===== src/rtl/lab_seq_mult32_pkg.sv =====
// Shared definitions for the sequential shift-add multiplier: default width,
// control states and iteration-counter sizing.
package lab_seq_mult32_pkg;

  localparam int MULT_WIDTH = 32;

  typedef enum logic [1:0] {
    LOAD = 2'd0,
    CALC = 2'd1,
    DONE = 2'd2
  } state_t;

  // One extra bit so the counter can hold the value WIDTH itself.
  function automatic int cnt_width(input int w);
    return $clog2(w) + 1;
  endfunction

  localparam int CNT_W = cnt_width(MULT_WIDTH);

endpackage


===== src/rtl/lab_add33.sv =====
// Partial-product adder: adds the multiplicand to the upper product half when the
// current multiplier bit is set, keeping the carry as the extra MSB.
module lab_add33 import lab_seq_mult32_pkg::*; #(
  parameter int WIDTH = MULT_WIDTH
) (
  input  logic [WIDTH-1:0] i_acc,
  input  logic [WIDTH-1:0] i_a,
  input  logic             i_en,
  output logic [WIDTH:0]   o_sum
);

  logic [WIDTH:0] w_addend;

  assign w_addend = i_en ? {1'b0, i_a} : '0;
  assign o_sum    = {1'b0, i_acc} + w_addend;

endmodule


===== src/rtl/lab_seq_mult32.sv =====
// Sequential unsigned shift-add multiplier; the multiplier is held in the low half
// of the product register and shifted out one bit per CALC step.
module lab_seq_mult32 import lab_seq_mult32_pkg::*; #(
  parameter int WIDTH = MULT_WIDTH
) (
  input  logic               CLK,
  input  logic               reset,
  input  logic [WIDTH-1:0]   in_a,
  input  logic [WIDTH-1:0]   in_b,
  output logic [2*WIDTH:0]   out,
  output logic               out_valid,
  output state_t             o_dbg_state
);

  localparam int CW = cnt_width(WIDTH);

  state_t           r_state;
  logic [WIDTH-1:0] r_a;
  logic [2*WIDTH:0] r_p;
  logic [CW-1:0]    r_cnt;
  logic             r_valid;
  logic [WIDTH:0]   w_sum;

  lab_add33 #(.WIDTH(WIDTH)) u_add (
    .i_acc (r_p[2*WIDTH-1:WIDTH]),
    .i_a   (r_a),
    .i_en  (r_p[0]),
    .o_sum (w_sum)
  );

  // Reset doubles as the start trigger: releasing it launches a new operation.
  always_ff @(posedge CLK or posedge reset) begin
    if (reset) begin
      r_state <= LOAD;
      r_a     <= '0;
      r_p     <= '0;
      r_cnt   <= '0;
      r_valid <= 1'b0;
    end else begin
      case (r_state)
        LOAD: begin
          r_a     <= in_a;
          r_p     <= {{(WIDTH+1){1'b0}}, in_b};
          r_cnt   <= '0;
          r_state <= CALC;
        end
        CALC: begin
          r_p   <= {1'b0, w_sum, r_p[WIDTH-1:1]};
          r_cnt <= r_cnt + 1'b1;
          if (r_cnt == CW'(WIDTH - 1)) begin
            r_state <= DONE;
            r_valid <= 1'b1;
          end
        end
        DONE: begin
          r_valid <= 1'b1;
        end
        default: r_state <= LOAD;
      endcase
    end
  end

  assign out         = r_p;
  assign out_valid   = r_valid;
  assign o_dbg_state = r_state;

endmodule


===== config.mk =====
export PLATFORM = sky130hd
export DESIGN_NAME = lab_seq_mult32
export DESIGN_NICKNAME = d
export VERILOG_FILES = /design/src/rtl/lab_seq_mult32_pkg.sv /design/src/rtl/lab_add33.sv /design/src/rtl/lab_seq_mult32.sv
export SDC_FILE = /design/constraint.sdc
export NUM_CORES = 1
export LEC_CHECK = 0
export ABC_AREA = 0
export CORE_MARGIN = 1
export CORE_UTILIZATION = 25
export DETAILED_ROUTE_END_ITERATION = 6
export DONT_BUFFER_PORTS = 1
export PLACE_DENSITY_LB_ADDON = 0.1
export SETUP_SLACK_MARGIN = 0.2
export SLEW_MARGIN = 20
export SYNTH_ARGS = -nofsm -noshare
export SYNTH_HDL_FRONTEND = slang
export SYNTH_SLANG_ARGS = --single-unit

===== constraint.sdc =====
create_clock -name CLK -period 6.6 [get_ports CLK]
set_input_delay 1.32 -clock CLK [delete_from_list [all_inputs] [get_ports CLK]]
set_output_delay 1.32 -clock CLK [all_outputs]
set_load 0.02 [all_outputs]

==> results_dict.tcl <==
set metrics [dict create \
    routed_wl_um 16900 \
    fin_area_um2 6940 \
    vias 4674 \
    ys.flop_type "dfrtp_1" \
    multi_input_area_um2 3460 \
    placed_area_um2 6590 \
    maxCapViolCount 0 \
    end_kind "output pin" \
    holdWs_ns 0.507 \
    clock_latency_ns 0.37 \
    regArea_um2 2630 \
    antenna_found_initial 3 \
    drt-pass1-iter-count 4 \
    cp-start-kind "register" \
    cts_buffers 9 \
    drtAntennaViolNets 0 \
    total_power_mw 2.73 \
    regToRegSetupSlack_ns 3.64 \
    dieWidth_um 161 \
    yosysMostFrequentCell "dfrtp_1" \
    drcViolationCount 0 \
    start_util 0.257 \
    core-area_um2 24500 \
    grt_pass1_wl_um 27600 \
    synthArstFlopShare 1.00 \
    path_delay_family "flip-flops" \
    path_cells "buf_4" \
    slowest_delay_ns 0.79 \
    synth_adder_area_share 0.0688 \
    total_leakage_power_nw 2.92 \
    synth_commonest_cells "105 x dfrtp_1, 92 x nand2_1, 69 x o21ai_0, 34 x a21oi_1, 34 x mux2i_1" \
    yosysWarningCount 0 \
    grt_pass1_vias 4920 \
    power_frac_comb 0.313 \
    peakVddDrop_uv 157 \
    synth_xor_area_frac 0.0320 \
    synth_compound_area_frac 0.174 \
    hp-class "reg -> reg" \
    arrival_ns 1.83 \
    synth_largest_area_cell "dfrtp_1" \
    final_nets 732 \
    synth_top_family_by_area "compound AO/OA/AOI/OAI gates" \
    yosysTopAreaCellShare 0.417 \
    timing.final.crit_share 0.477 \
    synth-edff-count 0 \
    path_class "reg -> out" \
    port_buffers 0 \
    finClkSkew_ns 0.0140 \
    cts_tree "built" \
    die_height_um 161 \
    utilization 0.283 \
    dp.cells 944 \
    crit_buf_inv 1 \
    post-place-ws_ns 3.62 \
    fillCellCount 2596 \
    worstPathRequired_ns 5.28 \
    clkTransAtPathRegs_ns 0.09 \
    rsz0062_at_grt "no" \
    fin_ws_ns 3.45 \
    critical_path.startpoint "o_dbg_state[1]" \
    drtIter0Drc 187 \
    setup_viol 0 \
    slew_viol_final 0 \
    r2r_start "out[0]" \
    post_drt_wl_per_cell_um 17.6 \
    yosys.area_share.simple 0.159 \
    cts_max_level 3 \
    seqPwrFrac 0.476 \
    p_sw_mw 1.28 \
    synthTopCellsByArea "dfrtp_1 42%, ha_1 6.6%, mux2_2 5.9%, nand2_1 5.5%, o21ai_0 5.5%" \
    clk_path_buf_depth 2 \
    clock_sinks 105 \
    root_buffer "clkbuf_16" \
    clock_power_share 0.212 \
    hold_viol 0 \
    synthMuxAreaShare 0.115 \
    rows 57 \
    worstHoldStart "r_a[27]" \
    dieArea_um2 25800 \
    drive_gt1_frac 0.121 \
    yosysUniqueCellTypes 68 \
    cts_resized 0 \
    routed_via_density 4.85 \
    switching_share 0.467 \
    power_density_nw_per_um2 394 \
    num_io_pins 134 \
    fin_crit_ns 3.15 \
    syn_inst 655 \
    finalNonFillerCells 963 \
    setup_tns_ns 0 \
    grt_max_degree 66 \
    cts_hold_buf 0 \
    dp_hpwl_um 12300 \
    syn_avg_cell_area_um2 9.61 \
    intPower_mw 1.46 \
    synth-seq-cells 105 \
    synth_fp_nets 755 \
    area_delta_synth_final_pct 10.3 \
    cts_setup_buffers 0 \
    yosysSeqAreaShare 0.417 \
    worst-path-max-fanout 59 \
    fmax_ghz 0.317 \
    syn_area_um2 6300 \
    grt_use_total 0.136 \
    slew_headroom 0.289 \
    place.gp.congestion 0.817 \
    slowest_stage "dfrtp_4" \
    worst_slew_pin_slew_ns 1.06 \
    overflow 0 \
    status "complete, no violations" \
]
worst register-to-register path: cells and delay by family (launching register included):
family,cells,cell delay [ns]
AND/OR/NAND/NOR,3,0.63
flip-flops,1,0.41
AO/OA/AOI/OAI,4,1.17
buffers and inverters,1,0.35
adder cells (fa/ha/maj),1,0.30
state kept, by name, summed over array words and instances, names as in the netlist:
name,count
out,64
out_valid,1
r_cnt,6
r_a,32
o_dbg_state,2
power groups by stage:
stage	logic, mW	clock network [mW]	registers, mW
2_1_floorplan	0.690	0	1.23
3_3_place_gp	0.854	0	1.32
3_5_place_dp	0.858	0	1.32
4_1_cts	0.860	0.606	1.31
5_1_grt	0.974	0.631	1.34
6_report	0.854	0.579	1.30
cell families (layout without fill, tap and decap cells):
logic type	after synthesis	count (layout)
other	1	3
AOI/OAI and AO/OA	170	170
xor gates and xnor gates	23	23
muxes	68	68
adders and majority gates	34	34
and+or+nand+nor	202	202
buffers and inverters	52	34
DFF	105	105
area by class of cell:
| class | count | area share |
|---|---|---|
| Sequential cell | 105 | 0.379 |
| Multi-Input combinational cell | 498 | 0.499 |
| Antenna cell | 2 | 0.000721 |
| Inverter | 12 | 0.00685 |
| Clock buffer | 9 | 0.0324 |
| Timing Repair Buffer | 6 | 0.00937 |
| Tap cell | 324 | 0.0584 |
| Clock inverter | 7 | 0.0146 |
routing by layer:
layer,track usage,part of all wire,vias to the layer above
met2,0.229,0.47,147
met4,0.0334,0.011,2
met5,0,0.00077,-
met1,0.167,0.44,2212
li1,-,-,2297
met3,0.0455,0.078,16
placed cells by master, fill, tap and decap left out, types with 7 or more instances in the layout:
cell / n
mux2_2: 33
mux2i_1: 34
a21o_1: 10
nand4_1: 10
and3_1: 7
nor2_1: 13
o21ai_1: 7
and2_1: 33
dfrtp_1: 103
o21ai_0: 69
xor2_1: 13
a21oi_1: 34
clkbuf_16: 9
nand2_1: 92
ha_1: 33
xnor2_1: 10
nand3_1: 13
nor3_1: 10
inv_1: 11
path summary, 6_finish.rpt:
path	endpoint	cells after the start
hold reg to reg	r_a[27]	1
setup reg to reg	out[63]	9
max in group asynchronous	out[50]	2
setup / recovery	o_dbg_state[1]	1
hold / removal	r_a[27]	1
min in group asynchronous	out[27]	1
(Power assumes the default switching activity.)
